==> src/rtl/wb4_reg_slice_if.sv <==
// wb4_reg_slice_if -- Wishbone B4 pipelined bus bundle.
//
// One instance carries one bus segment. The block under it uses the
// "slave" modport on its upstream side and the "master" modport on its
// downstream side.
//
// Signals (master's point of view):
//   cyc, stb, we     : cycle, strobe and write-enable from the master
//   addr, wdata, sel : request address, write data, byte selects
//   stall            : slave cannot take a request this cycle
//   ack              : slave completes one earlier request
//   rdata            : read data, qualified by ack
interface wb4_reg_slice_if #(
  parameter int ARCHBITSZ = 16
);
  logic                   cyc;
  logic                   stb;
  logic                   we;
  logic [ARCHBITSZ-1:0]   addr;
  logic [ARCHBITSZ-1:0]   wdata;
  logic [ARCHBITSZ/8-1:0] sel;
  logic                   stall;
  logic                   ack;
  logic [ARCHBITSZ-1:0]   rdata;

  modport master (
    output cyc, stb, we, addr, wdata, sel,
    input  stall, ack, rdata
  );

  modport slave (
    input  cyc, stb, we, addr, wdata, sel,
    output stall, ack, rdata
  );
endinterface

==> src/rtl/wb4_reg_slice.sv <==
// wb4_reg_slice -- register slice for a Wishbone B4 pipelined bus.
//
// Breaks the combinational paths between an upstream master and a
// downstream slave. Requests pass through a 2-entry in-order FIFO, acks
// and read data come back through one register stage. The number of
// requests issued downstream but not yet acked is capped at MAXPENDING.
//
// Ports:
//   clk_i  : sole clock, rising edge
//   rst_i  : synchronous, active-high reset
//   s_wb4  : upstream bus (this block acts as slave)
//   m_wb4  : downstream bus (this block acts as master)
//
// Handshake: a request transfers on a rising edge where cyc && stb are
// high and stall is low on that segment; every transferred request gets
// exactly one ack, acks come back in request order, and rdata is only
// meaningful in the cycle ack is high. Dropping cyc abandons every request
// not yet acked on that segment.
module wb4_reg_slice #(
  parameter int ARCHBITSZ  = 16,
  parameter int MAXPENDING = 4
) (
  input  logic          clk_i,
  input  logic          rst_i,
  wb4_reg_slice_if.slave  s_wb4,
  wb4_reg_slice_if.master m_wb4
);

  localparam int SELW = ARCHBITSZ / 8;
  // Entry layout, MSB first: {we, addr, data, sel}
  localparam int ENTW = 1 + 2 * ARCHBITSZ + SELW;
  localparam logic [3:0] PEND_MAX = 4'(MAXPENDING);

  logic [ENTW-1:0]      ent0_q, ent1_q, ent0_d, ent1_d;
  logic [ENTW-1:0]      push_ent;
  logic [1:0]           occ_q, occ_d;
  logic [3:0]           pend_q, pend_d;
  logic                 cyc_q;
  logic                 stall_q;
  logic                 ack_q;
  logic [ARCHBITSZ-1:0] rdata_q;

  logic push, pop, ack_ok, m_stb;

  assign push_ent = {s_wb4.we, s_wb4.addr, s_wb4.wdata, s_wb4.sel};
  assign push     = s_wb4.cyc && s_wb4.stb && !stall_q;
  assign m_stb    = (occ_q != 2'd0) && cyc_q && (pend_q < PEND_MAX);
  assign pop      = m_stb && !m_wb4.stall;
  // Acks with nothing outstanding are stray and never reach upstream.
  assign ack_ok   = m_wb4.ack && (pend_q != 4'd0);

  // ent0 is always the head. A pop shifts ent1 forward first, then a push
  // lands in the first free slot after that shift, so simultaneous
  // push/pop keeps order without a bubble.
  always_comb begin
    ent0_d = ent0_q;
    ent1_d = ent1_q;
    occ_d  = occ_q;
    pend_d = pend_q;

    if (pop) begin
      ent0_d = ent1_q;
      occ_d  = occ_q - 2'd1;
    end
    if (push) begin
      if (occ_d == 2'd0) ent0_d = push_ent;
      else               ent1_d = push_ent;
      occ_d = occ_d + 2'd1;
    end

    if (pop && !ack_ok)      pend_d = pend_q + 4'd1;
    else if (!pop && ack_ok) pend_d = pend_q - 4'd1;

    // Upstream abort: drop everything buffered and forget outstanding acks.
    if (!s_wb4.cyc) begin
      occ_d  = 2'd0;
      pend_d = 4'd0;
    end
  end

  always_ff @(posedge clk_i) begin
    if (rst_i) begin
      ent0_q  <= '0;
      ent1_q  <= '0;
      occ_q   <= 2'd0;
      pend_q  <= 4'd0;
      cyc_q   <= 1'b0;
      stall_q <= 1'b0;
      ack_q   <= 1'b0;
      rdata_q <= '0;
    end else begin
      ent0_q  <= ent0_d;
      ent1_q  <= ent1_d;
      occ_q   <= occ_d;
      pend_q  <= pend_d;
      cyc_q   <= s_wb4.cyc;
      // Stall is registered, so it must already reflect the occupancy that
      // will exist after this edge.
      stall_q <= (occ_d == 2'd2);
      ack_q   <= ack_ok && s_wb4.cyc;
      rdata_q <= (ack_ok && s_wb4.cyc) ? m_wb4.rdata : '0;
    end
  end

  assign s_wb4.stall = stall_q;
  assign s_wb4.ack   = ack_q;
  assign s_wb4.rdata = rdata_q;

  assign m_wb4.cyc = cyc_q;
  assign m_wb4.stb = m_stb;
  assign {m_wb4.we, m_wb4.addr, m_wb4.wdata, m_wb4.sel} = ent0_q;

endmodule

==> src/flat_wrapper.sv <==
// flat-port wrapper written by rule: the top's interface ports become plain ports
module wb4_reg_slice_flat 
#(
  parameter int ARCHBITSZ  = 16,
  parameter int MAXPENDING = 4
)
  (clk_i, rst_i, s_wb4_cyc, s_wb4_stb, s_wb4_we, s_wb4_addr, s_wb4_wdata, s_wb4_sel, s_wb4_stall, s_wb4_ack, s_wb4_rdata, m_wb4_cyc, m_wb4_stb, m_wb4_we, m_wb4_addr, m_wb4_wdata, m_wb4_sel, m_wb4_stall, m_wb4_ack, m_wb4_rdata);
  wb4_reg_slice_if #(.ARCHBITSZ(ARCHBITSZ)) s_wb4_i ();
  wb4_reg_slice_if #(.ARCHBITSZ(ARCHBITSZ)) m_wb4_i ();
  input  logic clk_i;
  input  logic rst_i;
  input wire logic [$bits(s_wb4_i.cyc)-1:0] s_wb4_cyc;
  input wire logic [$bits(s_wb4_i.stb)-1:0] s_wb4_stb;
  input wire logic [$bits(s_wb4_i.we)-1:0] s_wb4_we;
  input wire logic [$bits(s_wb4_i.addr)-1:0] s_wb4_addr;
  input wire logic [$bits(s_wb4_i.wdata)-1:0] s_wb4_wdata;
  input wire logic [$bits(s_wb4_i.sel)-1:0] s_wb4_sel;
  output wire logic [$bits(s_wb4_i.stall)-1:0] s_wb4_stall;
  output wire logic [$bits(s_wb4_i.ack)-1:0] s_wb4_ack;
  output wire logic [$bits(s_wb4_i.rdata)-1:0] s_wb4_rdata;
  output wire logic [$bits(m_wb4_i.cyc)-1:0] m_wb4_cyc;
  output wire logic [$bits(m_wb4_i.stb)-1:0] m_wb4_stb;
  output wire logic [$bits(m_wb4_i.we)-1:0] m_wb4_we;
  output wire logic [$bits(m_wb4_i.addr)-1:0] m_wb4_addr;
  output wire logic [$bits(m_wb4_i.wdata)-1:0] m_wb4_wdata;
  output wire logic [$bits(m_wb4_i.sel)-1:0] m_wb4_sel;
  input wire logic [$bits(m_wb4_i.stall)-1:0] m_wb4_stall;
  input wire logic [$bits(m_wb4_i.ack)-1:0] m_wb4_ack;
  input wire logic [$bits(m_wb4_i.rdata)-1:0] m_wb4_rdata;
  assign s_wb4_i.cyc = s_wb4_cyc;
  assign s_wb4_i.stb = s_wb4_stb;
  assign s_wb4_i.we = s_wb4_we;
  assign s_wb4_i.addr = s_wb4_addr;
  assign s_wb4_i.wdata = s_wb4_wdata;
  assign s_wb4_i.sel = s_wb4_sel;
  assign s_wb4_stall = s_wb4_i.stall;
  assign s_wb4_ack = s_wb4_i.ack;
  assign s_wb4_rdata = s_wb4_i.rdata;
  assign m_wb4_cyc = m_wb4_i.cyc;
  assign m_wb4_stb = m_wb4_i.stb;
  assign m_wb4_we = m_wb4_i.we;
  assign m_wb4_addr = m_wb4_i.addr;
  assign m_wb4_wdata = m_wb4_i.wdata;
  assign m_wb4_sel = m_wb4_i.sel;
  assign m_wb4_i.stall = m_wb4_stall;
  assign m_wb4_i.ack = m_wb4_ack;
  assign m_wb4_i.rdata = m_wb4_rdata;
  wb4_reg_slice #(.ARCHBITSZ(ARCHBITSZ), .MAXPENDING(MAXPENDING)) u_core (.clk_i(clk_i), .rst_i(rst_i), .s_wb4(s_wb4_i), .m_wb4(m_wb4_i));
endmodule
==> config.mk <==
export PLATFORM = sky130hd
export DESIGN_NAME = wb4_reg_slice_flat
export DESIGN_NICKNAME = d
export VERILOG_FILES = /design/src/rtl/wb4_reg_slice_if.sv /design/src/rtl/wb4_reg_slice.sv /design/src/flat_wrapper.sv
export SDC_FILE = /design/constraint.sdc
export NUM_CORES = 1
export LEC_CHECK = 0
export ABC_AREA = 1
export CAP_MARGIN = 20
export CORE_UTILIZATION = 50
export DETAILED_ROUTE_END_ITERATION = 10
export PLACE_DENSITY = 0.8
export SETUP_SLACK_MARGIN = 0.15
export SYNTH_ARGS = -nofsm -noshare
export SYNTH_HDL_FRONTEND = slang
export SYNTH_SLANG_ARGS = --single-unit
==> constraint.sdc <==
create_clock -name clk_i -period 7 [get_ports clk_i]
set_clock_uncertainty 0.15 [all_clocks]
set_input_delay 0.7 -clock clk_i [delete_from_list [all_inputs] [get_ports clk_i]]
set_output_delay 0.7 -clock clk_i [all_outputs]
set_load 0.01 [all_outputs]
==> metrics.txt <==
FILL cells=654; Worst Setup Slack, final=3.046 ns; DP Area=5211 µm²; Final Hold Viols=0; worst slack, placed=2.702 ns; Port Buffers=111; vias in the first global route=3352; vias per inst=4.812; gr usage total=21.24%; Slew @ Worst Pin=0.8480 ns; CTS tree=built; CP required=7.14 ns; Post-Syn Area=4184 µm²; Core Area=7928 µm²; count of different cell masters after synthesis=28; synth warn=0; unrepaired setup endpoints after global routing=false; TritonCTS Buffers=9; Seq/Total Area, Yosys=45.45%; CTS H-tree depth=3; final instance area=5449 µm²; top cells by area, synth=dfxtp_1 (45%), nand2_1 (16%), inv_1 (7.2%), nor2_1 (5.7%), nand3_1 (4.7%); VDD IR-drop max=0.0001601 V; number of setup buffers added after CTS=0; Register-to-Register Setup Slack=3.07 ns; global-route wire length before repair=14.68 mm; Worst-path clk slew=0.09 ns; DRC Markers=0; relative slew slack=43.40%; kind of end point of the critical path=flop; Net Count, Synth=643; final worst-path cycle share=56.49%; Top FF cell, synth=dfxtp_1; async set-or-reset flop fraction in the synthesized netlist=0%; DRT Pass-1 Iters=4; Post-DP HPWL=5.934 mm; flops & latches, synth=95; Hold Crit Class=flop to flop; Routed WL per cell=11.60 µm; setup tns final=0 ns; via count=3763; fmax=252.9 MHz; Pwr per Cell Area=221.2 nW/µm²; global route total overflow=0; Leak=2.535 nW; Die ar.=8738 µm²; Final Critical Period=3.954 ns; worst hold start=u_core.ent1_q[3]$_SDFFE_PP0P_; cell count after synthesis=580; chip height=93.48 µm; cell taking the most area after synthesis=dfxtp_1; post-CTS sizing=0; Final Power=0.001205 W; final wirelength=9.069 mm; Max-Cap Viols=0; Die X=93.48 µm; outcome=finished, final reports clean; Crit Path Max Fanout=38; row count=32; Post-synth EDFFs=0; Slew Viols, Final=0; Setup-failing EPs final=0; clk buf depth=2; worst r2r src=u_core.occ_q[0]$_SDFF_PP0_; Final Util=68.73%; Boundary Pins=112; CTS root buffer=clkbuf_8; hold buffers post-CTS=0; largest net degree at the start of global routing=73; Worst Setup SP=m_wb4_stall; initial antenna violation count=0; Initial Utilization=52.78%; share of the synthesized area in the top cell type=45.45%; share of layout cells above drive strength 1=7.941%; Nets=738; Iter 0 DRT Violations=107; Clk Latency, worst-skew pair=0.36 ns; Syn Area/Cell=7.214 µm²; n_diodes=0; Area growth, synth to finish=30.23%; Worst EP arrival=4.09 ns; CP Class=input port to flop; antenna-violating nets left=0; Clock Sinks=95; CP Launch Type=input port; GP Congestion=0.7716
-- per-stage QoR --
step                      hold slack [ns]  cells
after floorplan                    0.2896    580
after global placement             0.2983    766
after detailed placement           0.3024    766
after CTS                          0.3166    782
after global routing               0.3361    782
final                              0.3148    782
-- critical path: stages --
cell	delay, ns
clkdlybuf4s50_1	0.40
inv_1	0.10
nand3_2	0.66
inv_2	0.82
ha_1	0.28
inv_1	0.10
ha_1	0.33
or2_2	0.32
nand2_1	0.07
nand2_1	0.05
nand2_1	0.06
nand2_1	0.05
a21oi_1	0.11
-- cells by family (layout without fill, tap and decap cells) --
| kind of cell | Yosys count | after routing | share of synthesized area, % |
|---|---|---|---|
| AO/OA/AOI/OAI | 50 | 50 | 6.818 |
| buffers and inverters | 112 | 212 | 12.71 |
| AND/OR/NAND/NOR | 316 | 316 | 32.84 |
| XOR/XNOR | 1 | 1 | 0.2094 |
| flip-flops | 95 | 95 | 45.45 |
| adder cells (fa/ha/maj) | 6 | 6 | 1.974 |
-- registers in the layout, summed over array words and instances, names as in the netlist --
signal / cells
u_core.m_wb4.cyc: 1
u_core.s_wb4.stall: 1
u_core.occ_q: 2
u_core.ent0_q: 35
u_core.ent1_q: 35
u_core.s_wb4.ack: 1
u_core.pend_q: 4
u_core.s_wb4.rdata: 16
-- per-layer routing --
metal  wire (µm)  global-route usage, %  share of wire (%)
met1        3927                  24.12                 43
met2        4387                  36.83                 48
met3         613                  7.561                6.8
met4         140                  7.179                1.5
met5           0                      0                  0
-- synth_stat cells (all sizes together) (2+ instances only) --
library cell and number:
o21ai 4, nor2 88, ha 5, inv 84
clkbuf 3, dfxtp 95, nand2 181, buf 25
a21oi 38, nand3 41, nand4 2, a211oi 8
and2 2
-- placed cells by master, fill, tap and decap left out, types with 4 or more instances in the layout --
master / count
dfxtp_1: 95
a211oi_1: 5
inv_1: 80
o21ai_0: 4
nor2_2: 22
clkdlybuf4s50_1: 110
nand3_1: 39
a21oi_1: 38
nor2_1: 63
ha_1: 5
clkbuf_8: 9
nand2_1: 178
-- path summary, 6_finish.rpt --
check,depth (start not counted),end
worst max-delay path,13,u_core.pend_q[3]$_SDFFE_PP0P_
worst min-delay path,2,u_core.ent1_q[3]$_SDFFE_PP0P_
worst max register to register,14,u_core.pend_q[3]$_SDFFE_PP0P_
worst min register to register,2,u_core.ent1_q[3]$_SDFFE_PP0P_
-- layout make-up --
type | instances | area (µm²) | share of cell area [%]
clock buffer | 11 | 131.4 | 2.411
clock inverter | 5 | 106.4 | 1.952
inverter | 84 | 317.8 | 5.832
multi-input combinational | 373 | 1750 | 32.12
sequential | 95 | 1902 | 34.90
tap | 102 | 127.6 | 2.342
timing repair buffer | 112 | 1114 | 20.44
-- power by group --
part	leakage, nW	internal (W)	total (W)	switching, W
combinational	1.65	0.0000975	0.000196	0.0000986
clock	0.114	0.000238	0.000426	0.000188
sequential	0.773	0.000568	0.000583	0.0000151
Power figures use the tool's default switching activity.
